--- src/rtl/pat_pkg.sv ---
// Shared types, pattern lengths and pattern tables for the pattern scheduler.
// Tables are packed with element 0 in the LSBs; unused slots read as 0.
package pat_pkg;

  typedef enum logic [1:0] {
    S_IDLE = 2'd0,
    S_RUN  = 2'd1,
    S_DONE = 2'd2
  } state_e;

  typedef logic [1:0] mode_t;

  localparam logic [3:0] LEN_M0 = 4'd12;
  localparam logic [3:0] LEN_M1 = 4'd4;
  localparam logic [3:0] LEN_M2 = 4'd6;
  localparam logic [3:0] LEN_M3 = 4'd2;

  localparam logic [31:0] PAT_M0 = {8'h00, 2'd1, 2'd2, 2'd2, 2'd1, 2'd3, 2'd2,
                                    2'd0, 2'd3, 2'd3, 2'd0, 2'd2, 2'd3};
  localparam logic [31:0] PAT_M1 = {24'h0, 2'd0, 2'd2, 2'd3, 2'd1};
  localparam logic [31:0] PAT_M2 = {20'h0, 2'd0, 2'd3, 2'd2, 2'd2, 2'd1, 2'd2};
  localparam logic [31:0] PAT_M3 = {28'h0, 2'd2, 2'd1};

  function automatic logic [1:0] pat_elem(input mode_t m, input logic [3:0] step);
    logic [31:0] tbl;
    case (m)
      2'd0:    tbl = PAT_M0;
      2'd1:    tbl = PAT_M1;
      2'd2:    tbl = PAT_M2;
      default: tbl = PAT_M3;
    endcase
    return tbl[{step, 1'b0} +: 2];
  endfunction

  function automatic logic [3:0] pat_len(input mode_t m);
    case (m)
      2'd0:    return LEN_M0;
      2'd1:    return LEN_M1;
      2'd2:    return LEN_M2;
      default: return LEN_M3;
    endcase
  endfunction

endpackage

--- src/rtl/pattern_rom.sv ---
// Combinational pattern lookup: (mode, step) -> element, mode -> pattern length.
module pattern_rom
  import pat_pkg::*;
(
  input  mode_t      mode,
  input  logic [3:0] step,
  output logic [1:0] z,
  output logic [3:0] len
);

  assign z   = pat_elem(mode, step);
  assign len = pat_len(mode);

endmodule

--- src/rtl/pattern_scheduler.sv ---
// Round-robin arbiter + sequencer for the shared 2-bit pattern source; grant and first element
// appear one cycle after req is sampled in IDLE. Optional abort port under PATSCHED_ABORT_EN.
module pattern_scheduler
  import pat_pkg::*;
#(
  parameter  int NREQ = 2,
  parameter  int REPW = 4,
  localparam int OW   = (NREQ > 1) ? $clog2(NREQ) : 1
) (
  input  logic                 clk,
  input  logic                 rst,
  input  logic [NREQ-1:0]      req,
  input  logic [2*NREQ-1:0]    mode,
  input  logic [REPW*NREQ-1:0] reps,
`ifdef PATSCHED_ABORT_EN
  input  logic                 abort,
`endif
  output logic [NREQ-1:0]      gnt,
  output logic [OW-1:0]        owner,
  output logic [1:0]           z,
  output logic                 z_valid,
  output logic                 busy,
  output logic                 done
);

  state_e            state_q, state_d;
  logic [3:0]        step_q, step_d;
  logic [REPW-1:0]   pass_q, pass_d;
  mode_t             mode_q, mode_d;
  logic [REPW-1:0]   reps_q, reps_d;
  logic [OW-1:0]     ptr_q, ptr_d;
  logic [OW-1:0]     owner_q, owner_d;
  logic [NREQ-1:0]   gnt_q, gnt_d;
  logic [1:0]        z_q, z_d;
  logic              z_valid_q, z_valid_d;
  logic              busy_q, busy_d;
  logic              done_q, done_d;

  logic              found;
  logic [OW-1:0]     win_idx;
  mode_t             win_mode;
  logic [REPW-1:0]   win_reps;
  mode_t             rom_mode;
  logic [3:0]        rom_step;
  logic [1:0]        rom_z;
  logic [3:0]        rom_len;
  logic              last_step;
  logic              abort_hit;

`ifdef PATSCHED_ABORT_EN
  assign abort_hit = abort;
`else
  assign abort_hit = 1'b0;
`endif

  // First requester at or after the pointer wins.
  always_comb begin
    found   = 1'b0;
    win_idx = '0;
    for (int off = 0; off < NREQ; off++) begin
      if (!found && req[(int'(ptr_q) + off) % NREQ]) begin
        found   = 1'b1;
        win_idx = OW'((int'(ptr_q) + off) % NREQ);
      end
    end
  end

  assign win_mode = mode[2*int'(win_idx) +: 2];
  assign win_reps = reps[REPW*int'(win_idx) +: REPW];

  // One ROM serves both the first element of a new grant and the next element of a run.
  assign rom_mode  = (state_q == S_IDLE) ? win_mode : mode_q;
  assign last_step = (step_q == rom_len - 4'd1);
  assign rom_step  = (state_q == S_RUN && !last_step) ? step_q + 4'd1 : 4'd0;

  pattern_rom u_rom (
    .mode (rom_mode),
    .step (rom_step),
    .z    (rom_z),
    .len  (rom_len)
  );

  always_comb begin
    state_d   = state_q;
    step_d    = step_q;
    pass_d    = pass_q;
    mode_d    = mode_q;
    reps_d    = reps_q;
    ptr_d     = ptr_q;
    owner_d   = owner_q;
    gnt_d     = '0;
    z_d       = 2'd0;
    z_valid_d = 1'b0;
    busy_d    = 1'b0;
    done_d    = 1'b0;
    case (state_q)
      S_IDLE: begin
        if (found) begin
          state_d          = S_RUN;
          mode_d           = win_mode;
          reps_d           = win_reps;
          step_d           = 4'd0;
          pass_d           = '0;
          gnt_d[win_idx]   = 1'b1;
          owner_d          = win_idx;
          ptr_d            = (int'(win_idx) == NREQ - 1) ? '0 : win_idx + OW'(1);
          z_d              = rom_z;
          z_valid_d        = 1'b1;
          busy_d           = 1'b1;
        end
      end
      S_RUN: begin
        if (abort_hit || (last_step && pass_q == reps_q)) begin
          state_d = S_DONE;
          done_d  = 1'b1;
        end else begin
          if (last_step) begin
            step_d = 4'd0;
            pass_d = pass_q + REPW'(1);
          end else begin
            step_d = step_q + 4'd1;
          end
          z_d       = rom_z;
          z_valid_d = 1'b1;
          busy_d    = 1'b1;
        end
      end
      default: begin
        state_d = S_IDLE;
      end
    endcase
  end

  always_ff @(posedge clk or posedge rst) begin
    if (rst) begin
      state_q   <= S_IDLE;
      step_q    <= 4'd0;
      pass_q    <= '0;
      mode_q    <= 2'd0;
      reps_q    <= '0;
      ptr_q     <= '0;
      owner_q   <= '0;
      gnt_q     <= '0;
      z_q       <= 2'd0;
      z_valid_q <= 1'b0;
      busy_q    <= 1'b0;
      done_q    <= 1'b0;
    end else begin
      state_q   <= state_d;
      step_q    <= step_d;
      pass_q    <= pass_d;
      mode_q    <= mode_d;
      reps_q    <= reps_d;
      ptr_q     <= ptr_d;
      owner_q   <= owner_d;
      gnt_q     <= gnt_d;
      z_q       <= z_d;
      z_valid_q <= z_valid_d;
      busy_q    <= busy_d;
      done_q    <= done_d;
    end
  end

  assign gnt     = gnt_q;
  assign owner   = owner_q;
  assign z       = z_q;
  assign z_valid = z_valid_q;
  assign busy    = busy_q;
  assign done    = done_q;

endmodule

--- config.mk ---
export PLATFORM = sky130hd
export DESIGN_NAME = pattern_scheduler
export DESIGN_NICKNAME = d
export VERILOG_FILES = /design/src/rtl/pat_pkg.sv /design/src/rtl/pattern_rom.sv /design/src/rtl/pattern_scheduler.sv
export SDC_FILE = /design/constraint.sdc
export NUM_CORES = 1
export LEC_CHECK = 0
export BUFFER_PORTS_ARGS = -buffer_cell sky130_fd_sc_hd__buf_2
export CORE_UTILIZATION = 50
export DETAILED_ROUTE_END_ITERATION = 10
export PLACE_DENSITY_LB_ADDON = 0.08
export SLEW_MARGIN = 30
export SYNTH_ARGS = -nofsm -noshare
export SYNTH_HDL_FRONTEND = slang
export SYNTH_SLANG_ARGS = --single-unit
--- constraint.sdc ---
create_clock -name clk -period 5.7 [get_ports clk]
set_input_delay 0.285 -clock clk [delete_from_list [all_inputs] [get_ports clk]]
set_output_delay 0.285 -clock clk [all_outputs]
set_load 0.01 [all_outputs]
# Word level (Yosys, flattened, before mapping)
# Index checks and enable logic that the tools add are counted.
[word_totals]
regBits = 24
inputBits = 16
output_inout_bits = 8
[classes]
add_sub_neg = 5
n_lt_le_gt_ge = 4
n_eq_ne = 9
shifts = 3
muxes = 36
bitwise_logic = 1
reduce_logical = 13
[op_table]
columns = ["operator", "count"]
rows = [
  ["23-bit case mux with 3 select lines", 1],
  ["32-bit by 6-bit indexed part select with 2-bit output", 1],
  ["4-bit 2-to-1 mux", 6],
  ["4-bit case mux with 2 select lines", 2],
  ["1-bit 2-to-1 mux", 15],
  ["2-bit 2-to-1 mux", 7],
  ["4-bit case mux with 3 select lines", 1],
  ["4-bit by 1-bit adder with 4-bit output, second input constant", 2],
  ["4-bit == test", 2],
  ["2-bit case mux with 2 select lines", 2],
  ["8-bit by 4-bit indexed part select with 4-bit output", 1],
  ["2-bit != test, second input constant", 3],
  ["2-bit by 1-bit == test with 1-bit output, second input constant", 2],
  ["1-bit logical AND", 4],
  ["2-bit logical NOT", 2],
  ["1-bit by 2-bit less-than comparator with 1-bit output, second input constant", 2],
  ["2-bit AND reduction", 2],
  ["4-bit AND reduction", 1],
  ["4-bit by 3-bit indexed part select with 2-bit output", 1],
  ["4-bit by 1-bit subtractor with 4-bit output, second input constant", 1],
  ["2-bit by 3-bit less-than comparator with 1-bit output, second input constant", 1],
  ["3-bit AND reduction", 1],
  ["1-bit adder, second input constant", 2],
  ["2-bit == test, second input constant", 1],
  ["7 further kinds", 8],
]

# Longest topological paths before layout
# Gate-level depths: netlist (run 1).
[depth]
depth_word = 19
depth_mapped = 13
mapped_depth_nobuf = 12

# Modules after synthesis
# From an unflattened synthesis (run 1), not the netlist that was laid out.
[unflattened]
hier_cells = 146
hier_area_um2 = 1448.9
[modules_own_cells]
columns = ["module", "n_inst", "cells_each", "area_per_inst_um2", "seq_area_each_um2"]
rows = [
  ["pattern_scheduler", 1, 115, 1219.9, 600.6],
  ["pattern_rom", 1, 31, 229.0, 0.0],
]

# Worst setup path before layout (run 1)
# No wires, ideal clock.
[synth_timing]
kind = "reg2reg"
startpoint = "register ptr_q"
endpoint = "register z_q[0] (netlist: z[0])"
setup_ps = 126
arrival_ps = 2407
t_required_ps = 5574
slack_ps = 3167
path_stages_with_launch = 13
path_buffers = 1
cell_sequence = "dfrtp_1 -> nand2b_1 -> nand2_1 -> mux2i_1 -> a21oi_1 -> inv_1 -> ha_1 -> xor2_1 -> nor4_4 -> a21o_1 -> buf_4 -> o31a_1 -> o311a_1"
[synth_via]
elab_chain_cells = 18
elab_cells_between_ends = 29
[synth_rtl]
columns = ["item", "line_no", "text"]
rows = [
  ["start: declaration", "pattern_scheduler.sv:31", "logic [OW-1:0] ptr_q, ptr_d;"],
  ["start signal: assignment", "pattern_scheduler.sv:154", "ptr_q <= ptr_d;"],
  ["1-bit adder or 1-bit 2-to-1 mux (tied branches)", "pattern_scheduler.sv:61, pattern_scheduler.sv:63", ""],
  ["1-bit 2-to-1 mux (not written as such) (2 in a row)", "pattern_scheduler.sv:61", "if (!found && req[(int'(ptr_q) + off) % NREQ]) begin"],
  ["1-bit 2-to-1 mux (not written as such) or 1-bit logical NOT (tied branches)", "pattern_scheduler.sv:61", ""],
  ["1-bit logical AND", "pattern_scheduler.sv:61", ""],
  ["1-bit 2-to-1 mux", "pattern_scheduler.sv:61", ""],
  ["4-bit by 3-bit indexed part select with 2-bit output", "pattern_scheduler.sv:68", "assign win_mode = mode[2*int'(win_idx) +: 2];"],
  ["2-bit 2-to-1 mux", "pattern_scheduler.sv:72", "assign rom_mode = (state_q == S_IDLE) ? win_mode : mode_q;"],
  ["2-bit == test (tied with other cells)", "pat_pkg.sv:26, pat_pkg.sv:36", ""],
  ["[2 not listed]", "--", ""],
  ["4-bit == test", "pattern_scheduler.sv:73", "assign last_step = (step_q == rom_len - 4'd1);"],
  ["1-bit logical NOT", "pattern_scheduler.sv:74", "assign rom_step = (state_q == S_RUN && !last_step) ? step_q + 4'd1 : 4'd0;"],
  ["1-bit logical AND", "pattern_scheduler.sv:74", ""],
  ["4-bit 2-to-1 mux", "pattern_scheduler.sv:74", ""],
  ["32-bit by 6-bit indexed part select with 2-bit output", "pat_pkg.sv:32", "return tbl[{step, 1'b0} +: 2];"],
  ["2-bit 2-to-1 mux (on tied branches)", "pattern_scheduler.sv:113, pattern_scheduler.sv:98", ""],
  ["2-bit case mux with 2 select lines (*)", "pattern_scheduler.sv:96", "case (state_q)"],
  ["net z_d[0]", "pattern_scheduler.sv:34", "logic [1:0] z_q, z_d;"],
  ["end signal: assignment", "pattern_scheduler.sv:157", "z_q <= z_d;"],
  ["end: declaration", "pattern_scheduler.sv:34", ""],
]
# The timed path passes the listed nets; every way through them passes the cells marked *. The select of a mux whose other input is x is not followed.
# A chain may end at the register's enable or synchronous reset.

# Worst setup path after layout (run 1)
[layout_timing]
startpoint = "register ptr_q"
endpoint = "register step_q[2]"
[layout_via]
elab_chain_cells = 15
elab_cells_between_ends = 27
[layout_rtl]
columns = ["item", "line_no", "text"]
rows = [
  ["1-bit adder or 1-bit 2-to-1 mux (tied branches)", "pattern_scheduler.sv:61, pattern_scheduler.sv:63", ""],
  ["1-bit 2-to-1 mux (not written as such) (2 in a row)", "pattern_scheduler.sv:61", ""],
  ["1-bit 2-to-1 mux (not written as such) or 1-bit logical NOT (tied branches)", "pattern_scheduler.sv:61", ""],
  ["1-bit logical AND", "pattern_scheduler.sv:61", ""],
  ["1-bit 2-to-1 mux", "pattern_scheduler.sv:61", ""],
  ["4-bit by 3-bit indexed part select with 2-bit output", "pattern_scheduler.sv:68", ""],
  ["2-bit 2-to-1 mux", "pattern_scheduler.sv:72", ""],
  ["2-bit == test (tied with other cells)", "pat_pkg.sv:36", "case (m)"],
  ["4-bit case mux with 3 select lines", "pat_pkg.sv:36", ""],
  ["4-bit by 1-bit subtractor with 4-bit output", "pattern_scheduler.sv:73", ""],
  ["4-bit == test", "pattern_scheduler.sv:73", ""],
  ["4-bit 2-to-1 mux or 1-bit logical AND (tied branches)", "pattern_scheduler.sv:117, pattern_scheduler.sv:113", ""],
  ["4-bit 2-to-1 mux or 2-bit != test (tied branches)", "--", ""],
  ["4-bit case mux with 2 select lines or 3-bit AND reduction (tied branches)", "--", ""],
  ["end signal: assignment", "pattern_scheduler.sv:150", "step_q <= step_d;"],
  ["end: declaration", "pattern_scheduler.sv:27", "logic [3:0] step_q, step_d;"],
]
# Several ways; a longest one is shown, not always the timed one. The select of a mux whose other input is x is not followed.

==> flow_summary_export.csv, run 1 <==
group,metric,value,unit
worst_setup_path,r2r_cells,12,
worst_setup_path,crit_path_start,"ptr_q",
worst_setup_path,critPathCaptureType,"flop",
sta,hold_viol,24,
clock_tree,cts_root_buffer,"clkbuf_4",
grt,overflow,0,
grt,grt_pass1_wl,4.40,mm
final_layout,syn_to_final_growth,12.3,%
floorplan,core,2570,sq um
worst_setup_path,r2r_start,"ptr_q",
route,drt_iter0_markers,24,
power,vdd_drop_max,0.393,mV
clock_tree,clk_pin_slew_worst_paths,0.14,ns
route,viasPerCell,5.47,
synthesis,synth.most_common_cell,"dfrtp_1",
clock_tree,cts_resized,0,
worst_setup_path,cp-endpoint,"step_q[2]",
sta,tightest_slew,0.586,ns
sta,slew_headroom,60.9,%
worst_setup_path,r2r_slack,2.81,ns
route,via_count,1056,
floorplan,num_io_pins,24,
place,dp_cells,189,
sta,setup_viol,0,
sta,setup-tns-final,0,ns
clock_tree,cts_tree,"done",
grt,grt_use_total,20.5,%
worst_setup_path,crit_type,"reg -> reg",
final_layout,num_antenna_cells,0,
route,drc,0,
synthesis,synthTopCellsByArea,"dfrtp_1 (43%), ha_1 (5.3%), xor2_1 (5.0%)",
grt,grt_start_max_net_pins,25,
worst_hold_path,hold_path.class,"in -> async",
synthesis,synthTopCellsByCount,"dfrtp_1 (24), nand2_1 (15), nor2_1 (10)",
final_layout,final_cells,193,
synthesis,synth-main-ff-cell,"dfrtp_1",
floorplan,dieArea,3040,sq um
sta,fmax,345,MHz
run,max_cap_viol_count,0,
outcome,status,"finished, violations left",
clock_tree,htreeDepth,1,
clock_tree,cts_buffers,3,
floorplan,die_x,55.2,microns
place,placed_area,1530,sq um
power,total_leakage_power,0.801,nW
power,p_per_area,599,nW/um^2
floorplan,rows,18,
synthesis,synthesis.area,1410,sq um
worst_setup_path,start_kind,"flop",
clock_tree,cts.sinks,24,
clock_tree,clock_path_buffers,2,
floorplan,start_util,55.0,%
clock_tree,cts_hold_repair.buffers,0,
place,post-dp-hpwl,2.05,mm
sta,clock_skew,0.00685,ns
worst_setup_path,worstPathArrival,3.11,ns
final_layout,post-route-util,61.8,%
synthesis,synth_top_area_share,42.5,%
place,port_buffers,23,
sta,final.min_clock_period,2.89,ns
route,routedWlPerCell,14.0,microns
worst_setup_path,r2r-end,"step_q[2]",
grt,grt_pass1_vias,943,
synthesis,synth_warnings,0,
final_layout,fin_nets,186,
sta,rsz0062_at_grt,"no",
synthesis,synth_edf_count,0,
worst_setup_path,path_max_fanout,7,
worst_setup_path,cp.required,5.92,ns
route,antenna_left,0,
route,wl,2.71,mm
synthesis,ys_types,44,
sta,period_share,50.8,%
sta,hold_ws,-0.0320,ns
synthesis,synth_seq_cells,24,
synthesis,syn-num-nets,163,
synthesis,syn_avg_cell_area,10.0,sq um
floorplan,dieHeight,55.2,microns
outcome,violations,"negative hold slack",
synthesis,synthCells,141,
final_layout,postLayoutCellArea,1590,sq um
route,drt_pre_antenna_iters,4,
grt,antenna_found_initial,0,
final_layout,drive_gt1_share,22.7,%
synthesis,yosysTopAreaCell,"dfrtp_1",
sta,finalMaxSlewViolations,0,
clock_tree,cts_setup_buffers,0,
synthesis,seq_area_frac_synth,42.5,%
clock_tree,insertion_delay,0.31,ns
synthesis,ys_async_sr_fraction,100,%
place,globalplace.congestion,0.864,
-- kinds of logic after synthesis --
kind of cell	after synthesis	share of synthesized area [%]
AO/OA/AOI/OAI	36	18.2
buffers and inverters	12	4.34
multiplexers	6	4.34
adder cells (fa/ha/maj)	6	5.31
XOR/XNOR	10	6.20
AND/OR/NAND/NOR	47	19.0
flip-flops	24	42.5
-- worst max-delay path: stages (launching register included) --
cell      delay (ns)
dfrtp_1         0.40
nand2b_1        0.20
nand2_1         0.23
mux2i_1         0.14
a21oi_1         0.32
inv_1           0.08
ha_1            0.29
xor2_1          0.28
nor4_4          0.06
and2_2          0.23
a31oi_4         0.25
o21ai_1         0.13
a21o_1          0.19
-- stage by stage --
stage / worst slack (ns) / total power [mW]
4_1_cts: 2.79 / 0.955
6_report: 2.81 / 0.950
2_1_floorplan: 3.17 / 0.735
5_1_grt: 2.51 / 1.04
3_3_place_gp: 2.91 / 0.811
3_5_place_dp: 2.84 / 0.829
-- layout by cell type (no fill, tap or decap), drive strengths merged, types with 2 or more instances in the layout --
cell,count
a21oi,4
clkbuf,3
ha,6
nand2b,3
and2,2
dfrtp,24
nor2b,2
inv,7
buf,23
xor2,8
nor2,12
nand2,15
o22ai,4
and3,2
a22oi,2
nand3,3
a21o,4
mux2i,5
a31oi,3
o21ai,10
o21a,2
xnor2,2
nor4,2
nor3,2
-- worst min-delay path by stage --
| stage | end | slack [ns] | cells after the start |
|---|---|---|---|
| after floorplan | busy | 0.30 | 1 |
| after global placement | owner | 0.46 | 1 |
| after detailed placement | owner | 0.46 | 1 |
| after CTS | pass_q[2] | 0.17 | 2 |
| after global routing | reps_q[0] | 0.02 | 2 |
| final | pass_q[1] | -0.03 | 2 |
-- metal layers --
layer | GRT usage [%] | part of all wire, % | vias to the layer above
met4 | 6.25 | 0.55 | 0
met5 | 0 | 0 | -
li1 | - | - | 544
met2 | 32.7 | 47 | 19
met1 | 28.9 | 50 | 491
met3 | 2.46 | 2.5 | 2
-- layout make-up --
type	count	area [sq um]
clock buffers	3	22.5
clock inverters	1	30.0
fillers	215	981
inverters	7	26.3
multi-input cells	105	754
flip-flops and latches	24	601
well taps	30	37.5
repair buffers	23	115
-- flip-flops by register name, summed over array words and instances, names as in the netlist --
register	cells
done	1
z	2
mode_q	2
owner	1
state_q	2
step_q	4
gnt	2
ptr_q	1
reps_q	4
busy	1
pass_q	4
-- report_power, final --
group | switching (mW) | total (mW) | internal (mW)
Combinational | 0.301 | 0.531 | 0.230
Sequential | 0.0589 | 0.295 | 0.236
Clock | 0.0533 | 0.124 | 0.0710
Total | 0.413 | 0.950 | 0.536
Note: power is estimated with default switching activity, not from simulation.
==> run 2, diff against run 1 <==
--- a/config.mk
+++ b/config.mk
@@ -5,6 +5,7 @@
 export SDC_FILE = /design/constraint.sdc
 export NUM_CORES = 1
 export LEC_CHECK = 0
+export ABC_AREA = 1
 export BUFFER_PORTS_ARGS = -buffer_cell sky130_fd_sc_hd__buf_2
 export CORE_UTILIZATION = 50
 export DETAILED_ROUTE_END_ITERATION = 10
==> constraint.sdc (replaced) <==
create_clock -name clk -period 2.7 [get_ports clk]
set_input_delay 0.135 -clock clk [delete_from_list [all_inputs] [get_ports clk]]
set_output_delay 0.135 -clock clk [all_outputs]
set_load 0.01 [all_outputs]
==> run 2 against run 1 <==
The run now ends clean. Largest power group unchanged. Worst setup slack got worse by 2.7 ns. Die area rose by 2.5%. Non-clock buffer count rose by 4. Power rose by 130%. First-iteration DRC count rose by 110%. Synthesized cell count rose by 32%. Clock power rose by 56%. Combinational power rose to 2.5 times the previous value.
==> flow_summary_export.csv, run 2 <==
group,metric,value,unit
worst_setup_path,path_max_fanout,5,
synthesis,syn_avg_cell_area,7.79,sq um
worst_setup_path,cp_num_buf_inv,2,
clock_tree,cts_root_buffer,"clkbuf_4",
place,post-dp-hpwl,2.29,mm
outcome,status,"complete, no violations",
synthesis,synthCells,186,
final_layout,post-route-util,61.3,%
worst_setup_path,cp.depth,16,
route,drt_pre_antenna_iters,4,
synthesis,yosysTopAreaCell,"dfrtp_1",
worst_setup_path,worstPathArrival,2.83,ns
floorplan,core,2760,sq um
synthesis,synth_seq_cells,24,
route,routedWlPerCell,12.9,microns
final_layout,drive_gt1_share,21.8,%
floorplan,dieHeight,55.8,microns
worst_setup_path,crit_type,"reg -> reg",
synthesis,ys_async_sr_fraction,100,%
route,drt_iter0_markers,51,
synthesis,synthesis.area,1450,sq um
grt,grt_start_max_net_pins,25,
worst_setup_path,slowest_delay,0.37,ns
sta,hold_viol,0,
clock_tree,htreeDepth,1,
final_layout,mostFrequentLayoutCells,"nand2_1 (55), inv_1 (25), dfrtp_1 (24)",
worst_setup_path,cp-endpoint,"z[1]",
worst_setup_path,r2r_slack,0.1,ns
final_layout,syn_to_final_growth,16.6,%
final_layout,num_antenna_cells,0,
worst_setup_path,r2r_cells,16,
power,vdd_drop_max,1.00,mV
floorplan,rows,19,
sta,fmax,385,MHz
sta,setup_viol,0,
worst_setup_path,crit_path_start,"ptr_q",
sta,final.min_clock_period,2.60,ns
floorplan,dieArea,3120,sq um
synthesis,synth_top_area_share,41.5,%
worst_setup_path,critPathCaptureType,"flop",
synthesis,ys_types,21,
route,wl_met3,115,microns
route,viasPerCell,5.34,
sta,tightest_slew,0.501,ns
worst_setup_path,cp_top_family,"simple AND/OR/NAND/NOR gates",
power,p_per_area,1270,nW/um^2
synthesis,synthTopCellsByCount,"nand2_1 (56), inv_1 (26), dfrtp_1 (24)",
sta,hold_ws,0.00423,ns
floorplan,start_util,52.5,%
synthesis,seq_area_frac_synth,41.5,%
synthesis,syn-num-nets,208,
worst_setup_path,worst_path_most_repeated_cell,"nand2_1",
worst_setup_path,r2r-end,"z[1]",
sta,slew_headroom,66.6,%
route,via_count,1319,
grt,antenna_found_initial,0,
clock_tree,clk_pin_slew_worst_paths,0.13,ns
grt,grt_pass1_wl,4.95,mm
clock_tree,cts.sinks,24,
worst_setup_path,cp.required,2.93,ns
run,max_cap_viol_count,0,
sta,finalMaxSlewViolations,0,
sta,period_share,96.3,%
worst_setup_path,path_cells,"inv_1, nand2_1, nand2_2, mux2_2, nand2_1, o21ai_1, inv_1, ha_1, xnor2_2, nand3_4, nand3_2, nand2_1, nand3_1, nand2_1, nor2_1, nor2_1",
synthesis,synthTopCellsByArea,"dfrtp_1 (41%), nand2_1 (15%), inv_1 (6.7%)",
floorplan,num_io_pins,24,
place,port_buffers,23,
grt,grt_pass1_vias,1185,
clock_tree,insertion_delay,0.32,ns
route,antenna_left,0,
final_layout,fin_nets,239,
floorplan,die_x,55.8,microns
sta,clock_skew,0.00529,ns
place,globalplace.congestion,0.877,
worst_setup_path,r2r_start,"ptr_q",
route,wl_met2,1.54,mm
grt,overflow,0,
route,dr.max_layer_used,"met4",
route,drc,0,
synthesis,synth_edf_count,0,
final_layout,layout_commonest_cell,"nand2_1",
worst_setup_path,crit_slowest_cell,"dfrtp_1",
final_layout,reg_top3,"pass_q: 4 flops, reps_q: 4 flops, step_q: 4 flops",
synthesis,synth_warnings,0,
grt,grt_use_total,20.5,%
clock_tree,clock_path_buffers,2,
clock_tree,cts_buffers,3,
worst_setup_path,start_kind,"flop",
worst_hold_path,hold_path.class,"in -> reg",
route,wl,3.19,mm
synthesis,synth-main-ff-cell,"dfrtp_1",
clock_tree,cts_tree,"done",
route,wl_met1,1.44,mm
synthesis,synth.most_common_cell,"nand2_1",
power,total_leakage_power,0.922,nW
[run 2: where the power goes]
part	switching (mW)	internal, mW	total (mW)
clock network	0.111	0.0826	0.193
logic	0.819	0.509	1.33
registers	0.119	0.505	0.624
total	1.05	1.10	2.15
[run 2: area by class of cell]
type / count / area, sq um
Multi-Input combinational cell: 135 / 768
Sequential cell: 24 / 601
Clock buffer: 4 / 36.3
Tap cell: 31 / 38.8
Fill cell: 248 / 1070
Inverter: 26 / 97.6
Timing Repair Buffer: 27 / 148
[run 2: layer usage]
layer,up-vias,track usage [%]
met5,-,0
li1,656,-
met1,611,28.4
met2,41,31.7
met3,11,2.09
met4,0,11.1
[run 2: through the flow]
step | instances | area (sq um) | power, mW | setup WS [ns] | TNS [ns]
after floorplan | 186 | 1450 | 1.57 | 0.301 | 0
after global placement | 239 | 1600 | 1.78 | 0.193 | 0
after detailed placement | 239 | 1600 | 1.82 | 0.0754 | 0
after CTS | 243 | 1630 | 2.01 | 0.0488 | 0
after global routing | 247 | 1690 | 2.33 | -0.0352 | -0.0589
final | 247 | 1690 | 2.15 | 0.100 | 0
[run 2: worst min path at each step]
stage / startpoint / to / slack, ns / cells past startpoint
detailed placement: reps[0] / reps_q[0] / 0.35 / 3
global placement: reps[0] / reps_q[0] / 0.34 / 3
finish: reps[0] / reps_q[0] / 0.004 / 3
floorplan: rst / busy / 0.15 / 1
CTS: reps[0] / reps_q[0] / 0.005 / 3
global route: reps[0] / reps_q[0] / 0.01 / 3
[run 2: cell families (layout without fill, tap and decap cells)]
family                   after synthesis  count (layout)  synth area share [%]
XOR/XNOR                               9               9                  5.44
multiplexers                           1               1                 0.777
adder cells (fa/ha/maj)                6               6                  5.18
buffers and inverters                 28              57                  7.77
flip-flops                            24              24                  41.5
AND/OR/NAND/NOR                      100             101                  32.7
AO/OA/AOI/OAI                         18              18                  6.65
[run 2: worst register-to-register path: stages, from the launching register on]
cell and delay (ns):
dfrtp_1 0.37, inv_1 0.05, nand2_1 0.14, nand2_2 0.08, mux2_2 0.24, nand2_1 0.05, o21ai_1 0.18, inv_1 0.09
ha_1 0.29, xnor2_2 0.31, nand3_4 0.16, nand3_2 0.13, nand2_1 0.12, nand3_1 0.10, nand2_1 0.05, nor2_1 0.11
nor2_1 0.05
[run 2: what timing repair did]
action	CTS	global route
hold buffers	0	1
hold endpoints to repair	0	24
setup buffers	0	2
setup endpoints to repair	0	10
resized for setup	0	7
==> run 3, diff against run 2 <==
--- a/config.mk
+++ b/config.mk
@@ -13,4 +13,5 @@
 export SLEW_MARGIN = 30
 export SYNTH_ARGS = -nofsm -noshare
 export SYNTH_HDL_FRONTEND = slang
+export SYNTH_HIERARCHICAL = 1
 export SYNTH_SLANG_ARGS = --single-unit
==> run 3 against run 2 <==
The run now ends with negative setup slack left. Highest routed layer unchanged. Worst setup slack worse by 0.39 ns. First-iteration DRC count up 20%. Largest power group unchanged. Wire length up 16%. Via count up 15%. Register-to-register slack worse by 0.39 ns.
==> flow_summary_export.csv, run 3 <==
group,metric,value,unit
sta,setup_slack,-0.290,ns
worst_hold_path,hold_path.class,"in -> reg",
power,p_clk_share,9.1,%
synthesis,seq_area_frac_synth,36.6,%
floorplan,rows,20,
clock_tree,insertion_delay,0.33,ns
synthesis,yosysTopAreaCell,"dfrtp_1",
place,post-place-ws,-0.260,ns
route,antenna_left,0,
final_layout,reg_top3,"pass_q: 4 flops, reps_q: 4 flops, step_q: 4 flops",
worst_setup_path,r2r_cells,27,
clock_tree,cts_root_buffer,"clkbuf_4",
place,port_buffers,23,
floorplan,dieArea,3510,sq um
sta,period_share,111,%
clock_tree,clock_path_buffers,2,
power,p_int,1.58,mW
worst_setup_path,path_max_fanout,6,
grt,grt_pass1_wl,5.71,mm
grt,grt_use_total,21.1,%
worst_setup_path,r2r-end,"z[1]",
worst_setup_path,r2r_slack,-0.29,ns
sta,tightest_slew,0.686,ns
final_layout,post-route-util,73.0,%
worst_setup_path,cp-endpoint,"z[1]",
power,vdd_drop_max,1.11,mV
synthesis,syn-num-nets,256,
place,globalplace.congestion,0.865,
synthesis,ys_async_sr_fraction,100,%
run,max_cap_viol_count,0,
sta,final.min_clock_period,2.99,ns
final_layout,num_antenna_cells,0,
final_layout,syn_to_final_growth,37.0,%
synthesis,synth_seq_cells,24,
synthesis,synthCells,232,
clock_tree,clk_pin_slew_worst_paths,0.15,ns
power,combinationalPowerShare,70.0,%
worst_setup_path,worstPathArrival,3.23,ns
clock_tree,cts.sinks,24,
grt,grt_start_max_net_pins,25,
worst_setup_path,start_kind,"flop",
sta,fmax,334,MHz
floorplan,core,3080,sq um
grt,grt_pass1_vias,1309,
clock_tree,cts_tree,"done",
route,drt_pre_antenna_iters,3,
floorplan,start_util,53.3,%
worst_setup_path,critPathCaptureType,"flop",
route,drt_iter0_markers,61,
power,seq_power_share,20.9,%
synthesis,synth_warnings,6,
power,power_switching,1.41,mW
clock_tree,htreeDepth,1,
route,drc,0,
route,viasPerCell,4.63,
route,wl,3.70,mm
grt,overflow,0,
final_layout,mostFrequentLayoutCells,"nand2_1 (60), inv_1 (27), dfrtp_1 (24)",
sta,rsz0062_at_grt,"yes",
power,p_per_area,1330,nW/um^2
place,post-dp-hpwl,2.54,mm
route,routedWlPerCell,11.3,microns
outcome,violations,"negative setup slack",
synthesis,synth_top_area_share,36.6,%
synthesis,syn_avg_cell_area,7.07,sq um
synthesis,synthTopCellsByCount,"nand2_1 (73), inv_1 (39), dfrtp_1 (24)",
sta,slew_headroom,54.3,%
power,p_sw_share,47.1,%
clock_tree,cts_buffers,3,
worst_setup_path,crit_path_start,"ptr_q",
synthesis,synth.most_common_cell,"nand2_1",
worst_setup_path,r2r_start,"ptr_q",
synthesis,synthTopCellsByArea,"dfrtp_1 (37%), nand2_1 (17%), inv_1 (8.9%)",
grt,antenna_found_initial,0,
outcome,status,"finished, violations left",
sta,clock_skew,0.00876,ns
floorplan,num_io_pins,24,
final_layout,fin_nets,307,
sta,setup_viol,2,
worst_setup_path,crit_type,"reg -> reg",
sta,finalMaxSlewViolations,0,
floorplan,die_x,59.3,microns
synthesis,synth-main-ff-cell,"dfrtp_1",
power,total_leakage_power,1.21,nW
final_layout,layout_commonest_cell,"nand2_1",
floorplan,dieHeight,59.3,microns
synthesis,synthesis.area,1640,sq um
final_layout,drive_gt1_share,42.6,%
synthesis,synth_edf_count,0,
sta,hold_viol,0,
worst_setup_path,cp.required,2.94,ns
route,via_count,1511,
synthesis,ys_types,28,
==> run 3: worst min path at each step <==
stage / depth (start not counted) / end / startpoint / slack, ns
after floorplan: 1 / busy / rst / 0.15
after global placement: 3 / reps_q[2] / reps[2] / 0.36
after detailed placement: 3 / reps_q[2] / reps[2] / 0.37
after CTS: 2 / mode_q[1] / rst / 0.02
after global routing: 3 / reps_q[2] / reps[2] / 0.05
final: 3 / reps_q[2] / reps[2] / 0.04
==> run 3: cell type report <==
class | count | area, sq um
multi-input combinational | 161 | 1030
tap | 44 | 55.1
clock inverter | 1 | 30.0
inverter | 44 | 183
clock buffer | 3 | 22.5
timing repair buffer | 49 | 324
fill | 252 | 831
sequential | 24 | 601
==> run 3: stage by stage <==
| step | power, mW | cells | TNS, ns | area (sq um) | hold slack [ns] |
|---|---|---|---|---|---|
| 2_1_floorplan | 1.84 | 232 | -0.316 | 1680 | 0.150 |
| 3_3_place_gp | 2.29 | 313 | -0.356 | 1960 | 0.365 |
| 3_5_place_dp | 2.31 | 313 | -0.472 | 1960 | 0.373 |
| 4_1_cts | 2.66 | 320 | -0.460 | 2050 | 0.0169 |
| 5_1_grt | 3.30 | 326 | -1.32 | 2250 | 0.0498 |
| 6_report | 3.00 | 326 | -0.509 | 2250 | 0.0423 |
==> run 3: power by group through the flow <==
stage | clock, mW | combinational [mW] | sequential (mW)
5_1_grt | 0.290 | 2.36 | 0.647
4_1_cts | 0.281 | 1.76 | 0.619
3_5_place_dp | 0 | 1.68 | 0.627
2_1_floorplan | 0 | 1.23 | 0.617
3_3_place_gp | 0 | 1.67 | 0.625
6_report | 0.274 | 2.10 | 0.626
==> run 3: routing by layer <==
layer	share of wire, %	track usage [%]
met1	50	31.3
met4	0.76	7.14
met2	48	31.8
met3	1.6	2.40
met5	0	0
==> run 3: cells by family (layout without fill, tap and decap cells) <==
| logic type | after synthesis | in the layout | synth area share, % |
|---|---|---|---|
| compound gates | 21 | 21 | 8.09 |
| xor+xnor | 4 | 4 | 2.14 |
| fa+ha+maj | 8 | 8 | 6.10 |
| buf+inv | 47 | 97 | 11.4 |
| flops | 24 | 24 | 36.6 |
| mux | 2 | 2 | 1.22 |
| other cells | 1 | 1 | 0.229 |
| simple gates | 125 | 125 | 34.2 |
==> run 3: what timing repair did <==
| action | CTS | global route |
|---|---|---|
| resized for setup | 5 | 39 |
| buffers inserted | 3 | 8 |
| pin swaps | 7 | 17 |
| gates cloned | 0 | 0 |
| setup endpoints to repair | 2 | 10 |
| hold endpoints to repair | 0 | 24 |
| hold buffers | 0 | 1 |
==> run 3: worst max-delay path, stage by stage (launching register included) <==
cell	delay, ns
dfrtp_1	0.39
inv_1	0.06
nand2_1	0.06
nand2_2	0.12
mux2i_1	0.10
o21ai_1	0.22
inv_2	0.08
ha_4	0.16
or2_4	0.25
inv_4	0.06
ha_4	0.19
or2_4	0.24
nand2_2	0.06
nor2_2	0.04
nand3_2	0.09
nand2_4	0.07
inv_4	0.09
nand2_4	0.07
inv_6	0.09
inv_4	0.04
nand2_1	0.05
nand2_1	0.06
nand2_1	0.06
nand3_1	0.07
nand2_1	0.06
nand2_1	0.04
inv_1	0.04
nor2_1	0.03
